==> src/rtl/arb_rr_2a1_pkg.sv <==
// arb_rr_2a1 shared types: FSM state encoding,
// burst counter width and small helpers.
package arb_rr_2a1_pkg;

  localparam int CNT_W = 4;

  localparam logic [1:0] ST_IDLE = 2'd0;
  localparam logic [1:0] ST_OWN0 = 2'd1;
  localparam logic [1:0] ST_OWN1 = 2'd2;

  typedef enum logic [1:0] {
    IDLE = ST_IDLE,
    OWN0 = ST_OWN0,
    OWN1 = ST_OWN1
  } state_t;

  typedef logic [CNT_W-1:0] cnt_t;

  // Saturating increment of the burst counter.
  function automatic cnt_t sat_inc(
    input cnt_t c,
    input cnt_t lim
  );
    return (c >= lim) ? lim : c + cnt_t'(1);
  endfunction

  // Ownership state for a source index.
  function automatic state_t own_st(
    input logic idx
  );
    return idx ? OWN1 : OWN0;
  endfunction

endpackage

==> src/rtl/arb_rr_2a1_if.sv <==
// arb_rr_2a1 handshake bundle: two sources in,
// one registered output with its selector.
interface arb_rr_2a1_if #(
  parameter int W = 8
);

  logic [W-1:0] x0;
  logic         x0_v;
  logic         x0_r;
  logic [W-1:0] x1;
  logic         x1_v;
  logic         x1_r;
  logic [W-1:0] y;
  logic         y_v;
  logic         y_r;
  logic         s;

  modport slave (
    input  x0, x0_v, x1, x1_v, y_r,
    output x0_r, x1_r, y, y_v, s
  );

  modport master (
    output x0, x0_v, x1, x1_v, y_r,
    input  x0_r, x1_r, y, y_v, s
  );

endinterface

==> src/rtl/arb_rr_2a1_gnt.sv <==
// arb_gnt_2: combinational grant for arb_rr_2a1.
// ARB_FIXPRI_EN selects fixed priority (source 0 wins).
module arb_gnt_2
  import arb_rr_2a1_pkg::*;
#(
  parameter int BURST = 4
) (
  input  state_t     i_state,
  input  cnt_t       i_cnt,
  input  logic       i_last,
  input  logic       i_x0_v,
  input  logic       i_x1_v,
  output logic [1:0] o_gnt
);

`ifdef ARB_FIXPRI_EN

  // Source 0 always wins; state, count and last ignored.
  always_comb begin
    o_gnt = 2'b00;
    if (i_x0_v) begin
      o_gnt = 2'b01;
    end else if (i_x1_v) begin
      o_gnt = 2'b10;
    end
  end

`else

  logic w_more;

  assign w_more = i_cnt < cnt_t'(BURST);

  // Round robin: owner keeps the grant until its burst
  // is used up while the other source is waiting.
  always_comb begin
    o_gnt = 2'b00;
    case (i_state)
      OWN0: begin
        if (i_x0_v && (w_more || !i_x1_v)) begin
          o_gnt = 2'b01;
        end else if (i_x1_v) begin
          o_gnt = 2'b10;
        end
      end
      OWN1: begin
        if (i_x1_v && (w_more || !i_x0_v)) begin
          o_gnt = 2'b10;
        end else if (i_x0_v) begin
          o_gnt = 2'b01;
        end
      end
      default: begin
        if (i_x0_v && i_x1_v) begin
          o_gnt = i_last ? 2'b01 : 2'b10;
        end else if (i_x0_v) begin
          o_gnt = 2'b01;
        end else if (i_x1_v) begin
          o_gnt = 2'b10;
        end
      end
    endcase
  end

`endif

endmodule

==> src/rtl/arb_rr_2a1.sv <==
// arb_rr_2a1: two-source round-robin arbiter with burst
// limit and registered output. Option: ARB_FIXPRI_EN.
module arb_rr_2a1
  import arb_rr_2a1_pkg::*;
#(
  parameter int W     = 8,
  parameter int BURST = 4
) (
  input logic         clk,
  input logic         rst,
  arb_rr_2a1_if.slave bus
);

  state_t       r_state;
  cnt_t         r_cnt;
  logic         r_last;
  logic [W-1:0] r_y;
  logic         r_yv;
  logic         r_s;

  state_t       w_state_n;
  cnt_t         w_cnt_n;
  logic         w_last_n;
  logic [W-1:0] w_y_n;
  logic         w_yv_n;
  logic         w_s_n;

  logic         w_load;
  logic [1:0]   w_gnt;
  logic         w_gidx;
  logic         w_take;
  logic [W-1:0] w_gdat;

  arb_gnt_2 #(
    .BURST (BURST)
  ) u_gnt (
    .i_state (r_state),
    .i_cnt   (r_cnt),
    .i_last  (r_last),
    .i_x0_v  (bus.x0_v),
    .i_x1_v  (bus.x1_v),
    .o_gnt   (w_gnt)
  );

  assign w_load = ~r_yv | bus.y_r;
  assign w_gidx = w_gnt[1];
  assign w_take = w_load & (|w_gnt);
  assign w_gdat = w_gidx ? bus.x1 : bus.x0;

  assign bus.x0_r = w_load & w_gnt[0];
  assign bus.x1_r = w_load & w_gnt[1];
  assign bus.y    = r_y;
  assign bus.y_v  = r_yv;
  assign bus.s    = r_s;

  // Next state: take a granted word, or release
  // ownership once both sources go quiet.
  always_comb begin
    w_state_n = r_state;
    w_cnt_n   = r_cnt;
    w_last_n  = r_last;
    w_y_n     = r_y;
    w_yv_n    = r_yv;
    w_s_n     = r_s;
    if (w_take) begin
      w_state_n = own_st(w_gidx);
      w_y_n     = w_gdat;
      w_yv_n    = 1'b1;
      w_s_n     = w_gidx;
      if (r_state == own_st(w_gidx)) begin
        w_cnt_n = sat_inc(r_cnt, cnt_t'(BURST));
      end else begin
        w_cnt_n  = cnt_t'(1);
        w_last_n = w_gidx;
      end
    end else if (w_load) begin
      w_yv_n = 1'b0;
      if (r_state != IDLE) begin
        w_state_n = IDLE;
        w_last_n  = (r_state == OWN1);
      end
    end
  end

  // State and output registers; reset drops any held word.
  always_ff @(posedge clk) begin
    if (rst) begin
      r_state <= IDLE;
      r_cnt   <= '0;
      r_last  <= 1'b1;
      r_y     <= '0;
      r_yv    <= 1'b0;
      r_s     <= 1'b0;
    end else begin
      r_state <= w_state_n;
      r_cnt   <= w_cnt_n;
      r_last  <= w_last_n;
      r_y     <= w_y_n;
      r_yv    <= w_yv_n;
      r_s     <= w_s_n;
    end
  end

endmodule

==> src/flat_wrapper.sv <==
// flat-port wrapper written by rule: the top's interface ports become plain ports
module arb_rr_2a1_flat import arb_rr_2a1_pkg::*;
#(
  parameter int W     = 8,
  parameter int BURST = 4
)
  (clk, rst, bus_x0, bus_x0_v, bus_x1, bus_x1_v, bus_y_r, bus_x0_r, bus_x1_r, bus_y, bus_y_v, bus_s);
  arb_rr_2a1_if #(.W(W)) bus_i ();
  input logic clk;
  input logic rst;
  input wire logic [$bits(bus_i.x0)-1:0] bus_x0;
  input wire logic [$bits(bus_i.x0_v)-1:0] bus_x0_v;
  input wire logic [$bits(bus_i.x1)-1:0] bus_x1;
  input wire logic [$bits(bus_i.x1_v)-1:0] bus_x1_v;
  input wire logic [$bits(bus_i.y_r)-1:0] bus_y_r;
  output wire logic [$bits(bus_i.x0_r)-1:0] bus_x0_r;
  output wire logic [$bits(bus_i.x1_r)-1:0] bus_x1_r;
  output wire logic [$bits(bus_i.y)-1:0] bus_y;
  output wire logic [$bits(bus_i.y_v)-1:0] bus_y_v;
  output wire logic [$bits(bus_i.s)-1:0] bus_s;
  assign bus_i.x0 = bus_x0;
  assign bus_i.x0_v = bus_x0_v;
  assign bus_i.x1 = bus_x1;
  assign bus_i.x1_v = bus_x1_v;
  assign bus_i.y_r = bus_y_r;
  assign bus_x0_r = bus_i.x0_r;
  assign bus_x1_r = bus_i.x1_r;
  assign bus_y = bus_i.y;
  assign bus_y_v = bus_i.y_v;
  assign bus_s = bus_i.s;
  arb_rr_2a1 #(.W(W), .BURST(BURST)) u_core (.clk(clk), .rst(rst), .bus(bus_i));
endmodule
==> config.mk <==
export PLATFORM = sky130hd
export DESIGN_NAME = arb_rr_2a1_flat
export DESIGN_NICKNAME = d
export VERILOG_FILES = /design/src/rtl/arb_rr_2a1_pkg.sv /design/src/rtl/arb_rr_2a1_if.sv /design/src/rtl/arb_rr_2a1_gnt.sv /design/src/rtl/arb_rr_2a1.sv /design/src/flat_wrapper.sv
export SDC_FILE = /design/constraint.sdc
export NUM_CORES = 1
export LEC_CHECK = 0
export BUFFER_PORTS_ARGS = -buffer_cell sky130_fd_sc_hd__buf_4
export CAP_MARGIN = 20
export CORE_ASPECT_RATIO = 1.2
export CORE_UTILIZATION = 49
export DETAILED_ROUTE_END_ITERATION = 6
export PLACE_DENSITY = 0.77
export SLEW_MARGIN = 20
export SYNTH_ARGS = -nofsm -noshare
export SYNTH_HDL_FRONTEND = slang
export SYNTH_SLANG_ARGS = --single-unit
==> constraint.sdc <==
create_clock -name clk -period 2.3 [get_ports clk]
set_input_delay 0.115 -clock clk [delete_from_list [all_inputs] [get_ports clk]]
set_output_delay 0.115 -clock clk [all_outputs]
set_load 0.05 [all_outputs]
# Word-level counts from Yosys, hierarchy flattened
# Index checks and enable logic that the tools add are counted.
totals:
  regBits: 17
  wordCells: 52
classes:
  n_addsub: 1
  n_lt_le_gt_ge: 2
  eq_ne: 4
  n_mux: 21
  n_bitwise: 5
  n_reduce_logical: 13
op_table:
  columns: ["cell", "n"]
  rows:
  - ["$mux W2", 10]
  - ["$mux W4", 2]
  - ["$mux W8", 1]
  - ["$mux W1", 7]
  - ["$reduce_bool A2 Y1", 3]
  - ["$add A4 B1 Y4 const B", 1]
  - ["$ge A4 B3 Y1 const B", 1]
  - ["$lt A4 B3 Y1 const B", 1]
  - ["$pmux W2 S2", 1]
  - ["$and A1 B1 Y1", 3]
  - ["$logic_and A1 B1 Y1", 3]
  - ["$reduce_and A3 Y1", 1]
  - ["$eq A2 B1 Y1 const B", 1]
  - ["$eq A2 B2 Y1", 1]
  - ["$eq A2 B2 Y1 const B", 1]
  - ["$logic_not A1 Y1", 2]
  - ["$logic_or A1 B1 Y1", 2]
  - ["$ne A2 B2 Y1 const B", 1]
  - ["$reduce_and A2 Y1", 1]
  - ["$reduce_or A2 Y1", 1]
  - ["$not A1 Y1", 1]
  - ["$or A1 B1 Y1", 1]

# Longest topological paths before layout
# Gate-level depths: netlist (run 1).
depth:
  ltp_word: 9
  ltp_mapped: 9
  ltp_nobuf: 8

# Hierarchy
# From an unflattened synthesis (run 1), not the netlist that was laid out.
unflattened:
  hier_cells: 100
  hier_area_um2: 908.4
by_module_without_submodules:
  columns: ["mod", "n_inst", "cells_each", "area_each_um2"]
  rows:
  - ["arb_rr_2a1", 1, 85, 798.3]
  - ["arb_gnt_2", 1, 15, 110.1]

# Worst setup path after synthesis (run 1)
# Ideal clock, no wire load.
synth_timing:
  path_kind: "register to register"
  startpoint: "register u_core.r_state[0]"
  endpoint: "register u_core.r_cnt[0]"
  setup_time_ns: 0.119
  t_arrival_ns: 1.989
  required_ns: 2.181
  path_slack_ns: 0.193
  stages_incl_launch_ff: 10
  n_path_buf: 1
  synth_period_minus_slack_ns: 2.107
  cell_sequence: "dfxtp_1 -> inv_1 -> ha_1 -> or3b_1 -> a31o_2 -> a21o_4 -> clkinv_4 -> buf_12 -> o22ai_2 -> o221a_2"
synth_via:
  elab_chain_cells: 5
  word_cells_on_any_way: 8
synth_rtl:
  columns: ["item", "line_no", "source"]
  rows:
  - ["start, declared", "arb_rr_2a1.sv:14", "state_t r_state;"]
  - ["start signal, assigned", "arb_rr_2a1.sv:95", "r_state <= w_state_n;"]
  - ["$eq A2 B2 Y1 / $eq A2 B1 Y1 (equally long branches)", "arb_rr_2a1_gnt.sv:38", "case (i_state)"]
  - ["$pmux W2 S2", "arb_rr_2a1_gnt.sv:38", null]
  - ["$mux W2", "arb_rr_2a1_pkg.sv:31", "return idx ? OWN1 : OWN0;"]
  - ["$eq A2 B2 Y1", "arb_rr_2a1.sv:70", "if (r_state == own_st(w_gidx)) begin"]
  - ["$mux W4", "arb_rr_2a1.sv:70", null]
  - ["end signal, assigned", "arb_rr_2a1.sv:96", "r_cnt <= w_cnt_n;"]
  - ["end, declared", "arb_rr_2a1.sv:15", "cnt_t r_cnt;"]
# Parallel ways exist; a longest one is shown, timed or not.
# A chain may end at the register's enable or synchronous reset.

# Worst setup path after layout (run 1)
layout_timing:
  startpoint: "register u_core.r_state[0]"
  endpoint: "output bus_x1_r"
layout_via:
  elab_chain_cells: 3
  word_cells_on_any_way: 4
layout_rtl:
  columns: ["item", "line_no", "source"]
  rows:
  - ["$eq A2 B2 Y1 / $eq A2 B1 Y1 (equally long branches)", "arb_rr_2a1_gnt.sv:38", null]
  - ["$pmux W2 S2 (*)", "arb_rr_2a1_gnt.sv:38", null]
  - ["$and A1 B1 Y1 (*)", "arb_rr_2a1.sv:51", "assign bus.x1_r = w_load & w_gnt[1];"]
  - ["end, declared", "flat_wrapper.sv:17", "output wire logic [$bits(bus_i.x1_r)-1:0] bus_x1_r;"]
# Every way passes the cells marked *; elsewhere a longest branch is shown, timed or not.

==> results of run 1 <==
-- state kept, by name, indices dropped and copies added (netlist names) --
register and flops:
u_core.r_state 2, u_core.bus.y_v 1, u_core.bus.y 8, u_core.r_last 1, u_core.bus.s 1, u_core.r_cnt 4
-- synth_stat cells (all sizes together) (2+ instances only) --
cell	number	share of area
o22ai	3	0.032
a311oi	6	0.054
buf	3	0.043
inv	7	0.027
and2	2	0.013
ha	4	0.051
a221o	2	0.020
a21oi	2	0.010
nand3	3	0.015
nand2	16	0.064
nor3	8	0.041
a211oi	2	0.015
nor2	7	0.027
a31oi	2	0.013
or3b	3	0.027
and4	2	0.018
dfxtp	17	0.35
o211ai	2	0.015
o2111a	2	0.023
a21o	2	0.023
-- cell usage in the layout (no fill, tap or decap), types with 2 or more instances in the layout --
master,Yosys,layout
nand3_1,3,3
a311oi_1,6,6
o211ai_1,2,2
nor2_1,7,7
o22ai_2,2,2
nand2_2,1,2
ha_1,4,2
a21oi_1,2,2
a31oi_1,2,2
dfxtp_1,17,15
and4_1,2,2
dfxtp_2,0,2
clkbuf_4,0,3
nand2_1,15,14
nor3_1,8,7
or3b_1,2,2
and2_1,2,2
buf_4,0,34
a221o_1,2,2
inv_1,6,5
-- area by class of cell --
class	instances	area, um^2	share of cell area
repair buffers	36	282	0.214
clock buffers	3	22.5	0.0171
flip-flops and latches	17	343	0.261
inverters	8	40.0	0.0305
multi-input cells	81	598	0.455
well taps	19	23.8	0.0181
clock inverters	1	5.00	0.00381
-- layer usage --
layer	wire length (um)	global-route usage	vias up
met3	108	0.0389	9
met5	0	0	-
li1	-	-	491
met4	57	0.141	0
met1	1070	0.296	465
met2	1330	0.422	34
-- cells by family after synthesis --
kind of cell | after synthesis | synth area share
AOI/OAI and AO/OA | 32 | 0.290
adders and majority gates | 4 | 0.0510
buffers and inverters | 12 | 0.0828
DFF | 17 | 0.347
and+or+nand+nor | 45 | 0.229
-- report_power, final --
group	internal (uW)	switching, uW	total [uW]	leakage, uW
sequential	388	61.0	449	0.000141
clock	64.6	97.0	162	0.0000177
combinational	388	653	1040	0.000415
total	840	811	1650	0.000573
-- worst max-delay path: cells and delay by family, from the launching register on --
| family | cells | cell delay [ns] |
|---|---|---|
| buffers and inverters | 3 | 0.35 |
| flip-flops | 1 | 0.35 |
| AO/OA/AOI/OAI | 2 | 0.53 |
| AND/OR/NAND/NOR | 1 | 0.36 |
| adder cells (fa/ha/maj) | 1 | 0.19 |
-- repair_timing --
action	4_1_cts	5_1_grt
setup endpoints to repair	1	14
pin swaps	0	1
buffers inserted	0	2
resized for setup	2	14
-- through the flow --
stage | power, uW | setup slack, ns | utilization | hold WS [ns]
floorplan | 1190 | 0.193 | - | 0.181
global placement | 1390 | 0.122 | 0.649 | 0.340
detailed placement | 1400 | 0.0445 | 0.649 | 0.350
CTS | 1570 | 0.0205 | 0.666 | 0.0368
global route | 1750 | 0.00609 | 0.702 | 0.0447
finish | 1650 | 0.109 | 0.702 | 0.0396
-- path summary, 6_finish.rpt --
check / from / end
setup / recovery: u_core.r_state[0]$_SDFFE_PP0P_ / bus_x1_r
hold / removal: bus_x1[1] / u_core.bus.y[1]$_SDFFE_PP0P_
setup reg to reg: u_core.r_state[1]$_SDFFE_PP0P_ / u_core.r_last$_SDFFE_PP1P_
hold reg to reg: u_core.r_cnt[1]$_SDFFE_PP0P_ / u_core.r_cnt[1]$_SDFFE_PP0P_
==> metrics.md, run 1 <==
| Metric | Value |
|---|---|
| Outcome | `finished, final reports clean` |
| Post-Route WL | `2570 um` |
| Core Area | `1870 um^2` |
| Worst Setup Start Kind | `register` |
| Largest net degree at the start of global routing | `16` |
| Deepest clock path buffer count | `2` |
| Slew Limit Fails | `0` |
| H-tree lvl count | `1` |
| DRT iter0 DRCs | `21` |
| Maxcap violations | `0` |
| Final cell count without fillers | `165` |
| Maximum VDD drop | `0.867 mV` |
| First-pass GRT wire length | `4110 um` |
| Fin nets | `172` |
| Synth cell types | `41` |
| DRC viols | `0` |
| Critical path, cell by cell | `inv_2 > ha_2 > or3b_1 > a31o_4 > a21o_4 > inv_8 > buf_8` |
| Setup violators final | `0` |
| TritonCTS clock tree | `yes` |
| PD cells | `1260 nW/um^2` |
| Tot GR Track Use | `0.250` |
| Area added between synthesis and finish | `33.8%` |
| Maximum fanout along the worst path | `11` |
| Clk_skew | `0.00299 ns` |
| Synth Flop Type | `dfxtp_1` |
| FILL cells | `161` |
| Unrepaired setup endpoints after global routing | `no` |
| Total clock sinks | `17` |
| Fmax | `0.456 GHz` |
| Die X-Extent | `42.9 um` |
| Via count | `999` |
| Final min period | `2.19 ns` |
| Ant. Diodes | `0` |
| Syn_nets | `135` |
| # hold bufs at CTS | `0` |
| TritonCTS Buffers | `3` |
| Finished Cell Area | `1310 um^2` |
| Ratio of cells with drive above 1 in the final layout | `0.411` |
| Routed WL per cell | `15.6 um` |
| Initial antenna violation count | `0` |
| EDFF count, synth | `0` |
| Count of antenna-violating nets left after detailed routing | `0` |
| Placed Instances | `159` |
| Post-DP HPWL | `1800 um` |
| Via density | `6.05` |
| Post-DP Area | `1210 um^2` |
| Clk_lat worst skew | `0.29 ns` |
| Hold Path Stages | `2` |
| Gpl congestion | `0.844` |
| Crit Path Category | `reg2out` |
| Critical Path AT | `2.08 ns` |
| Pleak | `0.000573 uW` |
| Initial core utilization | `0.525` |
| Sequential fraction of the synthesis area | `0.346` |
| Gr ovfl total | `0` |
| Setup TNS | `0 ns` |
| Slew HR | `0.792` |
| Mapped cell area | `982 um^2` |
| Final hold viol count | `0` |
| Yosys warns | `0` |
| Critical Path RT | `2.18 ns` |
| Synthesized flop and latch total | `17` |
| CP max stage cell | `or3b_1` |
| Post-synth ARST share | `0` |
| Final period util | `0.953` |
| Number of global-route vias before repair | `948` |
| PortBufs | `32` |
| R2r worst-path depth | `8` |
| Clk slew on worst S/H paths | `0.10 ns` |
| Die Height | `51.0 um` |
| Avg Cell Area, Syn | `8.93 um^2` |
| Synthesized instance count | `110` |
| Worst R2R Setup Slack | `0.12 ns` |
| Worst hold path type | `in2reg` |
| Clk root buf | `clkbuf_4` |
| DR pass1 iterations | `4` |
| Number of placement rows | `17` |
| Die area | `2190 um^2` |
| IO Count | `33` |
| Largest stage delay on the critical path | `0.36 ns` |
| Actual slew at the worst max-slew pin | `0.312 ns` |
| Crit path capture type | `primary output` |
Note: power is estimated with default switching activity, not from simulation.
==> run 2, diff against run 1 <==
--- a/config.mk
+++ b/config.mk
@@ -8,6 +8,7 @@
 export BUFFER_PORTS_ARGS = -buffer_cell sky130_fd_sc_hd__buf_4
 export CAP_MARGIN = 20
 export CORE_ASPECT_RATIO = 1.2
+export CORE_MARGIN = 4
 export CORE_UTILIZATION = 49
 export DETAILED_ROUTE_END_ITERATION = 6
 export PLACE_DENSITY = 0.77
==> metrics.md, run 2 (synthesized netlist as in run 1, its figures left out) <==
| Metric | Value |
|---|---|
| Outcome | `finished, final reports clean` |
| Commonest non-fill, non-tap cells in the layout | `buf_4 (37), nand2_1 (15), dfxtp_1 (15), nor3_1 (8), nor2_1 (7)` |
| Worst R2R Setup Slack | `0.20 ns` |
| Initial core utilization | `0.525` |
| First-pass GRT wire length | `4230 um` |
| TritonCTS clock tree | `yes` |
| H-tree lvl count | `1` |
| Sequential cell area | `343 um^2` |
| Largest register FFs | `8` |
| Multi-input combinational cell area | `574 um^2` |
| PortBufs | `32` |
| Number of placement rows | `17` |
| Final core utilization | `0.692` |
| Fin nets | `174` |
| R2R Path Start | `u_core.r_state[0]$_SDFFE_PP0P_` |
| Crit Path Category | `reg2out` |
| HP Start | `bus_x1[1]` |
| Gr ovfl total | `0` |
| Clk_skew | `0.0145 ns` |
| Worst hold path type | `in2reg` |
| Maximum VDD drop | `0.713 mV` |
| Via density | `6.03` |
| Tot GR Track Use | `0.187` |
| Crit path capture type | `primary output` |
| TritonCTS Buffers | `3` |
| Clk_lat worst skew | `0.29 ns` |
| IO Count | `33` |
| FILL cells | `158` |
| Final min period | `2.20 ns` |
| Hold EP | `u_core.bus.y[1]$_SDFFE_PP0P_` |
| Ant. Diodes | `0` |
| Clk root buf | `clkbuf_4` |
| Clk slew on worst S/H paths | `0.11 ns` |
| Post-Route WL | `2570 um` |
| Reg2Reg Capture Point | `u_core.bus.y[2]$_SDFFE_PP0P_` |
| R2r worst-path depth | `8` |
| Deepest clock path buffer count | `2` |
| Maxcap violations | `0` |
| Core Area | `1870 um^2` |
| Largest net degree at the start of global routing | `16` |
| Total power | `1630 uW` |
| Routed WL per cell | `15.4 um` |
| Die area | `2790 um^2` |
| Setup violators final | `0` |
| Fmax | `0.455 GHz` |
| Hold Path Stages | `2` |
| Final period util | `0.956` |
| Critical Path AT | `2.08 ns` |
| Critical Path RT | `2.18 ns` |
| Setup TNS | `0 ns` |
| Pleak | `0.000577 uW` |
| DRT iter0 DRCs | `9` |
| Initial antenna violation count | `0` |
| Slew HR | `0.782` |
| Ratio of cells with drive above 1 in the final layout | `0.392` |
| Count of antenna-violating nets left after detailed routing | `0` |
| Most common cell after layout, fill and taps aside | `buf_4` |
| Die Height | `57.0 um` |
| Final hold viol count | `0` |
| Via count | `1,007` |
| Number of global-route vias before repair | `986` |
| Worst Setup Start Kind | `register` |
| Area added between synthesis and finish | `31.8%` |
| DR pass1 iterations | `4` |
| Actual slew at the worst max-slew pin | `0.327 ns` |
| Gpl congestion | `0.852` |
| Maximum fanout along the worst path | `9` |
| PD cells | `1260 nW/um^2` |
| Die X-Extent | `48.9 um` |
| Post-DP HPWL | `2000 um` |
| Total clock sinks | `17` |
| Slew Limit Fails | `0` |
| DRC viols | `0` |
[run 2: cell types whose count changed in the layout (fill, tap and decap cells not counted), sizes merged]
cell,previous run,this run
clkinv,1,2
buf,36,38
inv,8,7
[run 2: final cells by class]
type,count,share of cell area
clock buffers,3,0.0174
clock inverters,1,0.00386
inverters,8,0.0290
multi-input cells,81,0.443
flip-flops and latches,17,0.265
well taps,19,0.0184
repair buffers,38,0.223
[run 2: what timing repair did]
item | 4_1_cts | 5_1_grt
hold buffers | 0 | 0
endpoints found under the setup margin | 1 | 2
hold endpoints to repair | 0 | 0
setup buffers | 0 | 1
resized for setup | 4 | 3
pin swaps | 0 | 2
[run 2: per-stage QoR]
| stage | cell area (um^2) | hold slack [ns] | instances | setup slack [ns] |
|---|---|---|---|---|
| 2_1_floorplan | 982 | 0.181 | 110 | 0.193 |
| 3_3_place_gp | 1240 | 0.339 | 162 | 0.131 |
| 3_5_place_dp | 1240 | 0.346 | 162 | 0.0992 |
| 4_1_cts | 1280 | 0.0379 | 166 | 0.0386 |
| 5_1_grt | 1290 | 0.0482 | 167 | -0.0101 |
| 6_report | 1290 | 0.0397 | 167 | 0.101 |
[run 2: layer usage]
metal	vias up	global-route usage	part of all wire	routed length, um
li1	493	-	-	-
met1	486	0.210	0.41	1060
met2	24	0.326	0.52	1350
met3	4	0.0418	0.051	132
met4	0	0.100	0.011	29
met5	-	0	0	0
[run 2: where the power goes]
part           switching (uW)  total, uW  internal [uW]
registers                62.5        450            388
clock network            97.1        162           64.6
logic                     637       1020            382
[run 2: critical path: stages (launching register included)]
cell	delay [ns]
dfxtp_2	0.37
inv_2	0.07
ha_4	0.25
or3b_2	0.43
o2111a_2	0.16
nand2_2	0.11
inv_4	0.07
buf_4	0.16
buf_4	0.19
[run 2: worst max-delay path by stage]
stage,from,to,slack (ns),cells past startpoint
finish,u_core.r_state[0]$_SDFFE_PP0P_,bus_x0_r,0.10,8
global route,u_core.r_state[0]$_SDFFE_PP0P_,bus_x0_r,-0.01,8
CTS,u_core.r_state[0]$_SDFFE_PP0P_,bus_x0_r,0.04,8
detailed placement,u_core.r_state[0]$_SDFFE_PP0P_,u_core.r_cnt[0]$_SDFFE_PP0P_,0.1,7
global placement,u_core.r_state[0]$_SDFFE_PP0P_,u_core.bus.y[2]$_SDFFE_PP0P_,0.13,8
floorplan,u_core.r_state[0]$_SDFFE_PP0P_,u_core.r_cnt[0]$_SDFFE_PP0P_,0.19,9
